$ cat src/rtl/mul_pipe_ctrl.sv
// -----------------------------------------------------------------------------
// mul_pipe_ctrl
//
// Control and result-formatting shell around a 3-stage 32x32 multiplier
// (booth partial products | wallace tree | final adder). Issue hands in
// LoongArch multiply micro-ops; this block drives the multiplier's operand,
// sign and stall inputs. It also carries valid/op/tag for each op in a
// sideband pipeline that stays in lock-step with the multiplier's stage
// registers. The selected 32-bit result is returned to writeback through a
// valid/ready handshake.
//
// Ports
//   clk, rst_n            clock, synchronous active-low reset
//   flush_i               kill everything in flight, refuse this cycle's input
//   in_valid_i/in_ready_o issue handshake
//   in_op_i               0 MUL.W, 1 MULH.W, 2 MULH.WU, 3 reserved (as MUL.W)
//   in_a_i, in_b_i        operands
//   in_tag_i              destination tag
//   mul_signed_o          multiplier signed mode
//   mul_x_o, mul_y_o      multiplier operands
//   mul_stall_o           freeze all multiplier pipeline registers
//   mul_res_i             64-bit product of the op in stage 3
//   out_valid_o/out_ready_i  writeback handshake
//   out_res_o, out_tag_o  selected result word and its tag
//   busy_o                any op in stage 2 or stage 3
//   s2_*/s3_*             raw stage registers for the scoreboard
// -----------------------------------------------------------------------------
module mul_pipe_ctrl #(
  parameter int TAG_W = 5
) (
  input  logic             clk,
  input  logic             rst_n,
  input  logic             flush_i,

  input  logic             in_valid_i,
  output logic             in_ready_o,
  input  logic [1:0]       in_op_i,
  input  logic [31:0]      in_a_i,
  input  logic [31:0]      in_b_i,
  input  logic [TAG_W-1:0] in_tag_i,

  output logic             mul_signed_o,
  output logic [31:0]      mul_x_o,
  output logic [31:0]      mul_y_o,
  output logic             mul_stall_o,
  input  logic [63:0]      mul_res_i,

  output logic             out_valid_o,
  input  logic             out_ready_i,
  output logic [31:0]      out_res_o,
  output logic [TAG_W-1:0] out_tag_o,

  output logic             busy_o,
  output logic             s2_valid_o,
  output logic [TAG_W-1:0] s2_tag_o,
  output logic             s3_valid_o,
  output logic [TAG_W-1:0] s3_tag_o
);

  localparam logic [1:0] OP_MULHWU = 2'd2;

  // Sideband stage registers
  logic             r_v2;
  logic [1:0]       r_op2;
  logic [TAG_W-1:0] r_tag2;
  logic             r_v3;
  logic [1:0]       r_op3;
  logic [TAG_W-1:0] r_tag3;

  logic w_stall;
  logic w_accept;
  logic w_sel_high;

  // The pipe only freezes when a finished result is waiting on writeback.
  // A flush overrides the stall so the kill always lands on the next edge.
  assign w_stall  = r_v3 & ~out_ready_i & ~flush_i;
  assign w_accept = in_valid_i & in_ready_o;

  // Operands go straight to the multiplier's first stage. MUL.W is run in
  // signed mode: the low word of the product is the same either way.
  assign mul_x_o      = in_a_i;
  assign mul_y_o      = in_b_i;
  assign mul_signed_o = (in_op_i != OP_MULHWU);
  assign mul_stall_o  = w_stall;

  assign in_ready_o = ~w_stall & ~flush_i;

  always_ff @(posedge clk) begin
    if (!rst_n) begin
      r_v2   <= 1'b0;
      r_op2  <= 2'd0;
      r_tag2 <= '0;
      r_v3   <= 1'b0;
      r_op3  <= 2'd0;
      r_tag3 <= '0;
    end else if (flush_i) begin
      // Only the valid bits are cleared; the multiplier's data is left to
      // drain and is simply never reported.
      r_v2 <= 1'b0;
      r_v3 <= 1'b0;
    end else if (!w_stall) begin
      // Bubbles advance like ops: no collapse, fixed 2-edge latency.
      r_v2   <= w_accept;
      r_op2  <= in_op_i;
      r_tag2 <= in_tag_i;
      r_v3   <= r_v2;
      r_op3  <= r_op2;
      r_tag3 <= r_tag2;
    end
  end

  // High word for MULH.W (01) and MULH.WU (10); low word for MUL.W (00)
  // and the reserved code (11).
  assign w_sel_high = r_op3[1] ^ r_op3[0];

  assign out_valid_o = r_v3 & ~flush_i;
  assign out_tag_o   = r_tag3;
  assign out_res_o   = w_sel_high ? mul_res_i[63:32] : mul_res_i[31:0];

  assign busy_o     = r_v2 | r_v3;
  assign s2_valid_o = r_v2;
  assign s2_tag_o   = r_tag2;
  assign s3_valid_o = r_v3;
  assign s3_tag_o   = r_tag3;

endmodule

$ cat config.mk
export PLATFORM = sky130hd
export DESIGN_NAME = mul_pipe_ctrl
export DESIGN_NICKNAME = d
export VERILOG_FILES = /design/src/rtl/mul_pipe_ctrl.sv
export SDC_FILE = /design/constraint.sdc
export NUM_CORES = 1
export LEC_CHECK = 0
export BUFFER_PORTS_ARGS = -buffer_cell sky130_fd_sc_hd__buf_2
export CAP_MARGIN = 20
export CORE_AREA = 5 5 98 100
export CTS_CLUSTER_DIAMETER = 80
export CTS_CLUSTER_SIZE = 12
export DETAILED_ROUTE_END_ITERATION = 12
export DIE_AREA = 0 0 103 105
export PLACE_DENSITY = 0.56
export SYNTH_ARGS = -nofsm -noshare
export SYNTH_HDL_FRONTEND = slang
export SYNTH_SLANG_ARGS = --single-unit
$ cat constraint.sdc
create_clock -name clk -period 1.3 [get_ports clk]
set_input_delay 0.13 -clock clk [delete_from_list [all_inputs] [get_ports clk]]
set_output_delay 0.13 -clock clk [all_outputs]
set_load 0.005 [all_outputs]
==> summary.txt, run 1 <==
Place
  – HPWL after DPL: 4.22 mm
  – I/O Buffers: 129
  – Routability cong.: 0.667

Min path
  – HP Class: in -> reg

Global routing
  – Tot GR Track Use: 7.82%
  – Vias in the first global route: 1380
  – Largest net degree at the start of global routing: 23
  – First-pass GRT wire length: 6.67 mm
  – GRT overflow: 0
  – Initial antenna violation count: 0

Timing
  – Part of the cycle the worst path needs: 128%
  – Final setup viols: 32
  – Final worst slack: -0.361 ns
  – Hold Vio Cnt, Final: 0
  – Worst slew margin: 73.8%
  – Worst-margin pin slew: 0.393 ns
  – F_max: 0.602 GHz
  – Final Max Slew Viols: 0
  – RSZ-0062 raised after global routing: yes
  – WHS: 0.120 ns
  – Final Skew: 0.00467 ns
  – Tmin final: 1.66 ns

Route
  – Wire length per cell: 15.2 um
  – Count of TritonRoute iterations in the first routing pass: 4
  – DRC: 0
  – Via count: 1417
  – Routed Antenna Nets: 0
  – DR iter-0 viols: 16
  – Routed wl met2: 2.41 mm
  – Total wire length: 5.36 mm
  – Max Used Layer: met4
  – Via density: 4.03
  – Met3 wire len: 1.11 mm
  – Met1 WL: 1.80 mm

Clock network
  – CTS buffer count: 3
  – Clock network latency to the later pin of the worst-skew pair: 0.25 ns
  – H-tree depth: 1
  – Root Driver: clkbuf_8
  – Clk slew on worst S/H paths: 0.07 ns
  – CTS Buffer Depth: 2
  – CTS tree: built
  – Num Clock Sinks: 16

Power
  – Total power: 0.00168 W
  – Int Power: 0.00125 W
  – Flop pwr share: 31.4%
  – Clock power share: 26.4%
  – Sw Ratio: 25.3%
  – Max VDD drop: 394 uV
  – Net switching power: 0.000425 W
  – Static Leakage: 1.30 nW
  – Combinational power share: 42.2%
  – Pwr Density: 718 mW/mm2

Synth
  – Synth Cell Area: 0.00167 mm2
  – FF+latch count, synth: 16
  – Seq/Total Area, Yosys: 19.1%
  – Ys flop type: dfxtp_1
  – Mapped Nets: 312
  – Yosys warning count: 0
  – Distinct cells, synth: 17
  – Post-synth ARST share: 0%
  – Syn avg cell area: 9.73 um2
  – EDFF count, synth: 0
  – Post-Syn Instances: 172

Final layout
  – Most common cell after layout, fill and taps aside: buf_2
  – Commonest non-fill, non-tap cells in the layout: 99 x buf_2, 32 x buf_6, 31 x mux2_4
  – Post-layout nets: 385
  – Layout cells sized above 1: 76.2%
  – ANT cells: 0
  – Layout area overhead: 39.6%

Die
  – Initial Util: 19.5%
  – Full die area: 0.0108 mm2
  – I/O pin cnt: 258
  – CORE AREA: 0.00859 mm2
  – FP Rows: 34
  – Die height: 105 um
  – Die X-Extent: 103 um

Flow run
  – Max Cap Viol: 0

Critical path
  – Crit Path Category: reg -> out
  – Critical path arrival: 1.53 ns
  – CP startpoint kind: register
  – Required time worst endpoint: 1.17 ns
  – CP max FO: 6
  – Crit end category: output pin

Run status
  – Outcome: finished, violations left
  – Failing checks: setup timing
[routing by layer]
layer,vias to the layer above,GRT usage [%]
met3,8,6.06
met1,624,7.98
met5,-,0
met4,0,1.94
met2,150,12.5
li1,635,-
[repair_timing]
action                     CTS  global route
hold buffers                 0             0
pin swaps                    1             2
setup buffers                5             2
setup endpoints to repair   33            39
resized for setup            4            36
cloned                       1             1
[power groups by stage]
stage          registers [W]  clock network (W)  logic (W)
5_1_grt             0.000530           0.000482   0.000761
3_3_place_gp        0.000539                  0   0.000547
6_report            0.000528           0.000443   0.000708
4_1_cts             0.000530           0.000462   0.000585
2_1_floorplan       0.000539                  0   0.000440
3_5_place_dp        0.000540                  0   0.000551
[critical path, cell delays in order, from the launching register on]
cell	delay (ns)
dfxtp_4	0.36
xnor2_4	0.19
buf_6	0.15
clkbuf_16	0.15
mux2_4	0.30
buf_6	0.11
[synthesized netlist by cell type, drive strengths merged, types with 3 or more instances]
| cell | count | area (um2) |
|---|---|---|
| mux2 | 32 | 473 |
| dfxtp | 16 | 320 |
| nand2b | 3 | 18.8 |
| nand2 | 23 | 86.3 |
| buf | 74 | 567 |
| mux2i | 14 | 140 |
| nor2 | 4 | 22.5 |
[cells by family (layout without fill, tap and decap cells)]
kind of cell | after synthesis | in the layout | synth area share [%]
compound gates | 1 | 1 | 0.299
xor+xnor | 1 | 1 | 0.973
buf+inv | 75 | 147 | 34.1
flops | 16 | 16 | 19.1
mux | 46 | 46 | 36.6
simple gates | 33 | 33 | 8.83
[registers in the layout, summed over array words and instances, names as in the netlist]
signal,count
out_tag_o,5
s2_valid_o,1
r_op2,2
s3_valid_o,1
r_op3,2
s2_tag_o,5
[path summary, 6_finish.rpt]
kind                                         startpoint                        to  slack (ns)  depth (start not counted)
worst min-delay path                         in_valid_i   s2_valid_o$_SDFFE_PP0N_        0.12                          3
worst max register to register  s3_valid_o$_SDFFE_PP0N_  s2_tag_o[2]$_SDFFE_PN0P_        0.06                          5
worst max-delay path              r_op3[1]$_SDFFE_PN0P_             out_res_o[16]       -0.36                          5
worst min register to register    r_op2[1]$_SDFFE_PN0P_     r_op3[1]$_SDFFE_PN0P_        0.46                          2
[final cells by class]
cell class / count / area [um2]
Clock buffer: 4 / 55.1
Sequential cell: 16 / 327
Timing Repair Buffer: 143 / 1020
Fill cell: 912 / 6260
Multi-Input combinational cell: 81 / 798
Tap cell: 108 / 135
[per-stage QoR]
step	util [%]	TNS (ns)	setup WS, ns	std cells	cell area (um2)
floorplan	-	0	0.0404	172	1670
global placement	22.9	-2.60	-0.107	339	1970
finish	27.2	-10.84	-0.361	352	2340
CTS	24.4	-10.98	-0.381	349	2090
global route	27.2	-12.82	-0.425	352	2340
detailed placement	22.9	-2.98	-0.124	339	1970
No activity file was read; power rests on OpenSTA's default activity.
==> run 2: changes to the inputs <==
Settings changed: ABC_AREA set to 1, CORE_AREA 5 5 98 100 to 5 5 97 99, DIE_AREA 0 0 103 105 to 0 0 102 104, PLACE_DENSITY 0.56 to 0.6.
==> run 2 against run 1 <==
  * The run still ends with setup timing left
  * Worst hold slack gained 0.041 ns
  * Non-clock buffer count shrank 1
  * Power grew 5.5%
  * Worst setup slack gained 0.21 ns
  * Synthesized area grew 9.2%
  * Sequential share of layout area grew 0.59 points
  * Clock skew is essentially flat
  * Highest routed layer is now met5
  * Clock power shrank 16%
  * Final cell count grew 28%
==> summary.txt, run 2 <==
Place
  – Cells after DPL: 440 (+30%)
  – I/O Buffers: 129 (unchanged)
  – Routability cong.: 0.685 (+2.8%)
  – HPWL after DPL: 4.40 mm (+4.2%)

Synth
  – FF+latch count, synth: 16 (unchanged)
  – Post-Syn Instances: 277 (+61%)
  – Area leader, netlist: buf_4
  – Ys flop type: dfxtp_1
  – Post-synthesis mux area share: 0% (-37 points)
  – Syn avg cell area: 6.59 um2 (-32%)
  – Post-Synth XOR/XNOR Area: 1.51% (+0.53 points)
  – Distinct cells, synth: 15 (-2)
  – Post-Synth Simple-Gate Area: 21.0% (+12 points)
  – EDFF count, synth: 0 (unchanged)
  – Largest family of logic cells by synthesized area: buffers and inverters
  – Synth area leaders: buf_4 29%, dfxtp_1 18%, o21ai_2 15%
  – Compound-Gate Fraction of Synth Area: 16.4% (+16 points)
  – Mapped Nets: 417 (+34%)
  – Post-synth ARST share: 0% (unchanged)
  – Post-synthesis adder-cell area fraction: 0% (unchanged)
  – Yosys warning count: 0 (unchanged)
  – Synth cell count leaders: 70 x buf_4, 49 x inv_1, 49 x nand2_1, 32 x o21ai_2, 30 x nor2_1
  – Seq/Total Area, Yosys: 17.5% (-1.6 points)
  – Synth Cell Area: 0.00183 mm2 (+9.2%)
  – Top-count cell post-synth: buf_4
  – Post-synth top area share: 28.8% (-2.2 points)

Timing
  – Worst-margin pin slew: 0.287 ns (-0.106 ns)
  – Tmin final: 1.45 ns (-0.211 ns)
  – Final Skew: 0.00428 ns (-0.000382 ns)
  – Final worst slack: -0.150 ns (+0.211 ns)
  – F_max: 0.690 GHz (+15%)
  – Worst slew margin: 80.9% (+7.1 points)
  – Final Max Slew Viols: 0 (unchanged)
  – Hold Vio Cnt, Final: 0 (unchanged)
  – RSZ-0062 raised after global routing: yes
  – WHS: 0.161 ns (+0.0405 ns)
  – Part of the cycle the worst path needs: 112% (-16 points)
  – Final setup viols: 32 (unchanged)

Route
  – Total wire length: 5.40 mm (+0.80%)
  – Wire length per cell: 12.0 um (-21%)
  – DRC: 0 (unchanged)
  – Via count: 1807 (+28%)
  – Via density: 4.01 (-0.47%)
  – Routed Antenna Nets: 0 (unchanged)
  – Count of TritonRoute iterations in the first routing pass: 4 (unchanged)
  – DR iter-0 viols: 32 (+16)

Global routing
  – Vias in the first global route: 1737 (+26%)
  – Tot GR Track Use: 8.89% (+1.1 points)
  – Initial antenna violation count: 0 (unchanged)
  – GRT overflow: 0 (unchanged)
  – First-pass GRT wire length: 7.85 mm (+18%)
  – Largest net degree at the start of global routing: 18 (-22%)

Power
  – Net switching power: 0.000595 W (+40%)
  – Static Leakage: 1.37 nW (+4.9%)
  – Pwr Density: 790 mW/mm2 (+9.9%)
  – Combinational power share: 48.0% (+5.8 points)
  – Max VDD drop: 349 uV (-11%)
  – Int Power: 0.00118 W (-6.2%)
  – Sw Ratio: 33.6% (+8.3 points)
  – Flop pwr share: 31.0% (-0.4 points)
  – Clock power share: 21.0% (-5.4 points)

Critical path
  – R2R cell count: 5 (unchanged)
  – CP max FO: 5 (-1)
  – Crit Path Category: reg -> out
  – R2r startpoint: s3_valid_o$_SDFFE_PP0N_
  – RR Endpoint: s2_tag_o[2]$_SDFFE_PN0P_
  – Crit path launch: r_op3[1]$_SDFFE_PN0P_
  – R2R Setup Slk: 0.32 ns (+0.26 ns)
  – Required time worst endpoint: 1.17 ns (about the same)
  – Critical path arrival: 1.32 ns (-0.21 ns)
  – Crit end category: output pin
  – CP startpoint kind: register

Min path
  – HP Class: in -> reg
  – Hold Path End: s2_valid_o$_SDFFE_PP0N_
  – Hold wc startpoint: in_valid_i
  – Hold depth: 3 (unchanged)

Final layout
  – Final Non-Filler Cells: 451 (+28%)
  – Post-layout nets: 485 (+26%)
  – ANT cells: 0 (unchanged)
  – Layout area overhead: 22.7%
  – Most common cell after layout, fill and taps aside: buf_2
  – Layout cells sized above 1: 55.1% (-21 points)
  – Commonest non-fill, non-tap cells in the layout: 129 x buf_2, 49 x inv_1, 44 x nand2_1

Clock network
  – CTS tree: built
  – CTS buffer count: 3 (unchanged)
  – Root Driver: clkbuf_8
  – CTS Buffer Depth: 2 (unchanged)
  – H-tree depth: 1 (unchanged)
  – Hold_buf cts: 0 (unchanged)
  – Clk slew on worst S/H paths: 0.06 ns (about the same)
  – Clock network latency to the later pin of the worst-skew pair: 0.25 ns (about the same)
  – Num Clock Sinks: 16 (unchanged)

Die
  – I/O pin cnt: 258 (unchanged)
  – CORE AREA: 0.00847 mm2 (-1.5%)
  – Die height: 104 um (-0.95%)
  – Full die area: 0.0106 mm2 (-1.9%)
  – Die X-Extent: 102 um (-0.97%)
  – FP Rows: 34 (unchanged)
  – Initial Util: 21.6% (+2.1 points)

Flow run
  – Max Cap Viol: 0 (unchanged)

Run status
  – Failing checks: setup timing
  – Outcome: finished, violations left
## run 2: cell count changes in the layout (fill, tap and decap cells not counted), moves of 3 or more
cell / before / now
buf_6: 32 / 4
nand3_1: 0 / 15
inv_1: 0 / 49
nand2_2: 0 / 5
o21ai_2: 0 / 32
buf_2: 99 / 129
nand2b_1: 3 / 0
nor2_1: 3 / 30
nand2_1: 23 / 44
mux2_4: 31 / 0
mux2i_1: 14 / 0
## run 2: cell families (layout without fill, tap and decap cells)
family / Yosys count / count (layout)
simple gates: 96 / 96
compound gates: 35 / 35
xor+xnor: 1 / 1
buf+inv: 129 / 195
flops: 16 / 16
## run 2: worst max-delay path, stage by stage, from the launching register on
cell and delay [ns]:
dfxtp_2 0.35, xnor2_4 0.19, buf_6 0.16, buf_6 0.13, nand2_2 0.05, o21ai_2 0.06
buf_2 0.14
## run 2: routing by layer
metal,part of all wire (%),vias up,routed length (um),global-route usage [%]
li1,-,891,-,-
met1,34,739,1830,9.02
met2,43,171,2330,14.2
met3,22,4,1210,7.44
met4,0.037,2,2,1.12
met5,0.63,-,34,2.56
## run 2: how the worst max path moves through the flow
stage	end	slack, ns	cells after the start
floorplan	out_res_o[20]	0.21	4
global placement	out_res_o[23]	0.06	5
detailed placement	out_res_o[12]	0.03	5
CTS	out_res_o[12]	-0.18	6
global route	out_res_o[31]	-0.24	6
finish	out_res_o[8]	-0.15	6
## run 2: timing repair
item                       in CTS  in global routing
gates resized for setup        14                  2
pin swaps                       1                  1
setup endpoints to repair      33                 34
gates cloned                    2                  0
setup buffers                   3                  3
## run 2: final cells by class
class                           instances  area, um2
Sequential cell                        16        327
Multi-Input combinational cell        132        728
Tap cell                              108        135
Inverter                               50        188
Fill cell                             944       6220
Clock buffer                            3       41.3
Timing Repair Buffer                  142        823
## run 2: power by group through the flow
stage / combinational, W / clock, W / sequential [W]
after detailed placement: 0.000760 / 0 / 0.000560
final: 0.000850 / 0.000372 / 0.000548
after floorplan: 0.000602 / 0 / 0.000559
after global placement: 0.000751 / 0 / 0.000559
after CTS: 0.000859 / 0.000392 / 0.000549
after global routing: 0.000949 / 0.000415 / 0.000552
## run 2: through the flow
step | power (W) | cell area, um2 | setup TNS, ns | setup slack, ns | utilization (%)
2_1_floorplan | 0.00116 | 1830 | 0 | 0.209 | -
3_3_place_gp | 0.00131 | 2060 | 0 | 0.0648 | 24.4
3_5_place_dp | 0.00132 | 2060 | 0 | 0.0259 | 24.4
4_1_cts | 0.00180 | 2210 | -4.79 | -0.176 | 26.2
5_1_grt | 0.00192 | 2240 | -6.36 | -0.235 | 26.5
6_report | 0.00177 | 2240 | -3.81 | -0.150 | 26.5
